===== src/rtl/uart_rx.sv =====
// UART receiver: 16x-oversampled start detect, centre sampling, LSB-first data, optional parity, 1/2 stop bits.
// Latency: o_valid pulses 1 clock after the tick that samples the last stop bit (mid stop bit).
// Backpressure: none; one frame in flight, consumer must take o_data before the next o_valid.
// Optional: define UART_RX_MAJORITY_EN for a 3-sample majority vote per bit.
module uart_rx #(
    parameter int DATA_BITS     = 8,
    parameter int SAMPLING_RATE = 16
) (
    input  logic                 i_clk,
    input  logic                 i_rst_n,
    input  logic                 i_tick,
    input  logic                 i_rx,
    input  logic                 i_parity_en,
    input  logic                 i_parity_odd,
    input  logic                 i_stop2,
    output logic [DATA_BITS-1:0] o_data,
    output logic                 o_valid,
    output logic                 o_parity_err,
    output logic                 o_frame_err,
    output logic                 o_busy
);

    localparam int CW = $clog2(SAMPLING_RATE);
    localparam int BW = $clog2(DATA_BITS + 1);
    localparam logic [CW-1:0] CNT_LAST = CW'(SAMPLING_RATE - 1);
`ifdef UART_RX_MAJORITY_EN
    // Vote is decided one tick past the centre so all three samples are in hand.
    localparam logic [CW-1:0] CNT_MID  = CW'(SAMPLING_RATE / 2);
`else
    localparam logic [CW-1:0] CNT_MID  = CW'(SAMPLING_RATE / 2 - 1);
`endif
    localparam logic [BW-1:0] BIT_LAST = BW'(DATA_BITS - 1);

    typedef enum logic [2:0] {
        S_IDLE, S_START, S_DATA, S_PARITY, S_STOP1, S_STOP2
    } state_t;

    state_t                 state_q, state_d;
    logic [CW-1:0]          cnt_q, cnt_d;
    logic [BW-1:0]          bitcnt_q, bitcnt_d;
    logic [DATA_BITS-1:0]   shift_q, shift_d;
    logic                   par_en_q, par_en_d;
    logic                   odd_q, odd_d;
    logic                   stop2_q, stop2_d;
    logic                   par_err_q, par_err_d;
    logic                   stop_err_q, stop_err_d;
    logic                   armed_q, armed_d;
    logic                   done;
    logic                   rx_meta, rx_s;
    logic                   bit_val;

    // Two-flop synchroniser for the asynchronous serial line; idles high.
    always_ff @(posedge i_clk or negedge i_rst_n) begin
        if (!i_rst_n) begin
            rx_meta <= 1'b1;
            rx_s    <= 1'b1;
        end else begin
            rx_meta <= i_rx;
            rx_s    <= rx_meta;
        end
    end

`ifdef UART_RX_MAJORITY_EN
    logic [1:0] vote_h;

    // History of the two previous tick samples; with the current one they form the vote.
    always_ff @(posedge i_clk or negedge i_rst_n) begin
        if (!i_rst_n) begin
            vote_h <= 2'b11;
        end else if (i_tick) begin
            vote_h <= {vote_h[0], rx_s};
        end
    end

    assign bit_val = (vote_h[1] & vote_h[0]) | (vote_h[1] & rx_s) | (vote_h[0] & rx_s);
`else
    assign bit_val = rx_s;
`endif

    // Frame state and datapath registers.
    always_ff @(posedge i_clk or negedge i_rst_n) begin
        if (!i_rst_n) begin
            state_q    <= S_IDLE;
            cnt_q      <= '0;
            bitcnt_q   <= '0;
            shift_q    <= '0;
            par_en_q   <= 1'b0;
            odd_q      <= 1'b0;
            stop2_q    <= 1'b0;
            par_err_q  <= 1'b0;
            stop_err_q <= 1'b0;
            armed_q    <= 1'b1;
        end else begin
            state_q    <= state_d;
            cnt_q      <= cnt_d;
            bitcnt_q   <= bitcnt_d;
            shift_q    <= shift_d;
            par_en_q   <= par_en_d;
            odd_q      <= odd_d;
            stop2_q    <= stop2_d;
            par_err_q  <= par_err_d;
            stop_err_q <= stop_err_d;
            armed_q    <= armed_d;
        end
    end

    // Next-state logic: tick-driven bit timing, sampling and frame completion.
    always_comb begin
        state_d    = state_q;
        cnt_d      = cnt_q;
        bitcnt_d   = bitcnt_q;
        shift_d    = shift_q;
        par_en_d   = par_en_q;
        odd_d      = odd_q;
        stop2_d    = stop2_q;
        par_err_d  = par_err_q;
        stop_err_d = stop_err_q;
        armed_d    = armed_q;
        done       = 1'b0;
        case (state_q)
            S_IDLE: begin
                if (rx_s) begin
                    armed_d = 1'b1;
                end else if (armed_q) begin
                    state_d    = S_START;
                    cnt_d      = '0;
                    par_en_d   = i_parity_en;
                    odd_d      = i_parity_odd;
                    stop2_d    = i_stop2;
                    par_err_d  = 1'b0;
                    stop_err_d = 1'b0;
                end
            end
            S_START: if (i_tick) begin
                if (cnt_q == CNT_MID) begin
                    if (bit_val) begin
                        state_d = S_IDLE;
                    end else begin
                        state_d  = S_DATA;
                        cnt_d    = '0;
                        bitcnt_d = '0;
                    end
                end else begin
                    cnt_d = cnt_q + 1'b1;
                end
            end
            S_DATA: if (i_tick) begin
                if (cnt_q == CNT_LAST) begin
                    cnt_d    = '0;
                    shift_d  = {bit_val, shift_q[DATA_BITS-1:1]};
                    bitcnt_d = bitcnt_q + 1'b1;
                    if (bitcnt_q == BIT_LAST) begin
                        state_d = par_en_q ? S_PARITY : S_STOP1;
                    end
                end else begin
                    cnt_d = cnt_q + 1'b1;
                end
            end
            S_PARITY: if (i_tick) begin
                if (cnt_q == CNT_LAST) begin
                    cnt_d     = '0;
                    par_err_d = (^shift_q) ^ bit_val ^ odd_q;
                    state_d   = S_STOP1;
                end else begin
                    cnt_d = cnt_q + 1'b1;
                end
            end
            S_STOP1: if (i_tick) begin
                if (cnt_q == CNT_LAST) begin
                    cnt_d      = '0;
                    stop_err_d = ~bit_val;
                    if (stop2_q) begin
                        state_d = S_STOP2;
                    end else begin
                        state_d = S_IDLE;
                        done    = 1'b1;
                    end
                end else begin
                    cnt_d = cnt_q + 1'b1;
                end
            end
            S_STOP2: if (i_tick) begin
                if (cnt_q == CNT_LAST) begin
                    cnt_d      = '0;
                    stop_err_d = stop_err_q | ~bit_val;
                    state_d    = S_IDLE;
                    done       = 1'b1;
                end else begin
                    cnt_d = cnt_q + 1'b1;
                end
            end
            default: state_d = S_IDLE;
        endcase
        // A bad stop bit disarms so a held break cannot retrigger until the line goes high.
        if (done && stop_err_d) begin
            armed_d = 1'b0;
        end
    end

    // Output word and flags update together with the one-cycle valid pulse.
    always_ff @(posedge i_clk or negedge i_rst_n) begin
        if (!i_rst_n) begin
            o_data       <= '0;
            o_valid      <= 1'b0;
            o_parity_err <= 1'b0;
            o_frame_err  <= 1'b0;
        end else begin
            o_valid <= done;
            if (done) begin
                o_data       <= shift_q;
                o_parity_err <= par_err_q;
                o_frame_err  <= stop_err_d;
            end
        end
    end

    assign o_busy = (state_q != S_IDLE);

endmodule


===== config.mk =====
export PLATFORM = sky130hd
export DESIGN_NAME = uart_rx
export DESIGN_NICKNAME = d
export VERILOG_FILES = /design/src/rtl/uart_rx.sv
export SDC_FILE = /design/constraint.sdc
export NUM_CORES = 1
export LEC_CHECK = 0
export ABC_AREA = 1
export CAP_MARGIN = 20
export CORE_UTILIZATION = 45
export CTS_BUF_LIST = sky130_fd_sc_hd__clkbuf_8
export CTS_CLUSTER_DIAMETER = 40
export DETAILED_ROUTE_END_ITERATION = 6
export HOLD_SLACK_MARGIN = 0.15
export PLACE_DENSITY = 0.75
export SETUP_SLACK_MARGIN = 0.1
export SYNTH_ARGS = -nofsm -noshare
export SYNTH_HDL_FRONTEND = slang
export SYNTH_SLANG_ARGS = --single-unit

===== constraint.sdc =====
create_clock -name i_clk -period 1.7 [get_ports i_clk]
set_clock_uncertainty 0.15 [all_clocks]
set_input_delay 0.51 -clock i_clk [delete_from_list [all_inputs] [get_ports i_clk]]
set_output_delay 0.51 -clock i_clk [all_outputs]
set_load 0.1 [all_outputs]

==> flow_summary.json <==
{
  "status": "complete, but fails checks",
  "violations": "negative setup slack",
  "dp.cells": 317,
  "finalCritPeriodShare_pct": 106,
  "drt_wl_total_mm": 5.70,
  "grt-ovfl-total": 0,
  "power_density_nw_per_um2": 1430,
  "yosysWarnings": 0,
  "die_w_um": 69.4,
  "io_pins": 19,
  "crit_arrival_ps": 1140,
  "timing.setup.tns_ps": -113,
  "drv_slew": 0,
  "final_cells": 351,
  "syn2layout_area_growth_pct": 52.6,
  "hp-class": "reg -> reg",
  "clock-sinks": 38,
  "start_util_pct": 47.0,
  "critPathMaxFanout": 3,
  "ir_drop_mv": 0.798,
  "grtUsageTotal_pct": 19.4,
  "leakagePower_nw": 1.53,
  "ant_nets": 0,
  "rows": 24,
  "finalHoldViolCount": 0,
  "syn_area_per_cell_um2": 8.38,
  "syn-instance-count": 244,
  "cp_data_required_time_ps": 1040,
  "placedInstanceArea_um2": 2470,
  "fp.dieH_um": 69.4,
  "postLayoutSetupSlackWorst_ps": -103,
  "clock_latency_ps": 300,
  "nNetsFinal": 307,
  "root_buffer": "clkbuf_8",
  "design_area_um2": 3120,
  "grt_max_degree": 39,
  "synth_cell_type_count": 29,
  "dieArea_um2": 4820,
  "cts_max_path_buffers": 2,
  "cts_buffers": 5,
  "wl_per_cell_um": 16.3,
  "syn_area_um2": 2040,
  "drc_errors": 0,
  "maxSlewHeadroom_pct": 77.6,
  "num_vias": 1910,
  "mostFrequentLayoutCell": "nand2_1",
  "htree_levels": 2,
  "final_cell_mix": "64 x nand2_1, 31 x dfrtp_1, 19 x nand2_2, 19 x inv_1, 18 x buf_4",
  "setup.worst_path.end_class": "primary output",
  "ys_seq_area_share_pct": 46.7,
  "grt_first_pass_wirelength_mm": 7.45,
  "rsz0062_at_grt": "true",
  "path_class": "reg -> out",
  "grt_pass1_vias": 1701,
  "finalHoldWorstSlack_ps": 213,
  "dp_slack_ps": -353,
  "syn-num-nets": 253,
  "cts_tree": "built",
  "coreArea_um2": 4350,
  "drv_cap": 0,
  "fmax_mhz": 555,
  "routabilityCongestion": 0.896,
  "viasPerCell": 5.44,
  "total_power_mw": 4.46,
  "reg2reg_setup_slack_ps": -10,
  "drtPass1Iterations": 4,
  "dp_hpwl_mm": 2.80,
  "antenna_found_initial": 0,
  "tightest_slew_ps": 334,
  "startpoint_type": "flip-flop",
  "fin_crit_ps": 1800,
  "cts.clk_slew.worst_paths_ps": 70,
  "drive_above_1_share_pct": 44.8,
  "drtIter0Drc": 157,
  "synth-seq-cells": 38,
  "fin_util_pct": 71.7,
  "io_buffer_count": 18,
  "setup_viol": 2,
  "n_antenna_cell": 0
}
==> final cells by class <==
type                    count  area [µm²]
fillers                   273        1230
multi-input cells         177        1230
flip-flops and latches     38         960
repair buffers             46         589
inverters                  30         136
clock buffers               6        82.6
well taps                  52        65.1
clock inverters             2        60.1
==> flip-flops by register name, summed over array words and instances, names as in the netlist <==
signal and flops:
o_valid 1, cnt_q 4, rx_meta 1, o_frame_err 1, o_data 8, par_err_q 1, odd_q 1, bit_val 1
o_parity_err 1, shift_q 8, bitcnt_q 4, armed_q 1, state_q 3, stop_err_q 1, stop2_q 1, par_en_q 1
==> power by group <==
| part | internal [mW] | total, mW | switching [mW] |
|---|---|---|---|
| Combinational | 0.888 | 2.34 | 1.45 |
| Sequential | 1.03 | 1.16 | 0.128 |
| Clock | 0.626 | 0.963 | 0.337 |
==> worst max-delay path, cell delays in order (launching register included) <==
cell	delay, ps
dfrtp_2	440
nor2_4	180
nand2_8	70
buf_12	160
==> kinds of logic after synthesis <==
logic type	after synthesis	share of synthesized area [%]
and+or+nand+nor	137	33.3
DFF	38	46.7
buffers and inverters	32	6.61
AOI/OAI and AO/OA	30	10.0
xor gates and xnor gates	5	2.14
adders and majority gates	2	1.22
==> per-layer routing <==
metal,vias to the layer above,GRT usage (%),wire length (µm)
li1,888,-,-
met3,22,4.65,323
met4,0,6.80,150
met5,-,0,0
met1,926,24.7,2320
met2,74,32.4,2910
==> final timing paths <==
| path | cells past startpoint | start | end |
|---|---|---|---|
| hold / removal | 0 | rx_meta | bit_val |
| min in group asynchronous | 3 | i_rst_n | o_data[2] |
| hold reg to reg | 0 | rx_meta | bit_val |
| setup / recovery | 3 | state_q[0] | o_busy |
| max in group asynchronous | 3 | i_rst_n | armed_q |
| setup reg to reg | 6 | state_q[0] | state_q[1] |
==> synthesized netlist by cell type (all sizes together) <==
library cell  number  area (µm²)
nand2             94         380
dfrtp             35         876
inv               30         113
o21ai             28         193
nand3             19         123
nor2              15        98.9
nand4              6        58.8
dfstp              3        78.8
xor2               3        26.3
buf                2        22.5
ha                 2        25.0
xnor2              2        17.5
a21boi             1        7.51
a21oi              1        5.00
and2               1        8.76
nor3               1        5.00
or2                1        6.26
==> what timing repair did <==
item                       CTS  global route
gates cloned                 2             4
hold endpoints to repair    35             0
pin swaps                    5            21
gates resized for setup      9            76
setup endpoints to repair   27            33
hold buffers                 1             0
buffers inserted             3            16
No activity file was read; power rests on OpenSTA's default activity.
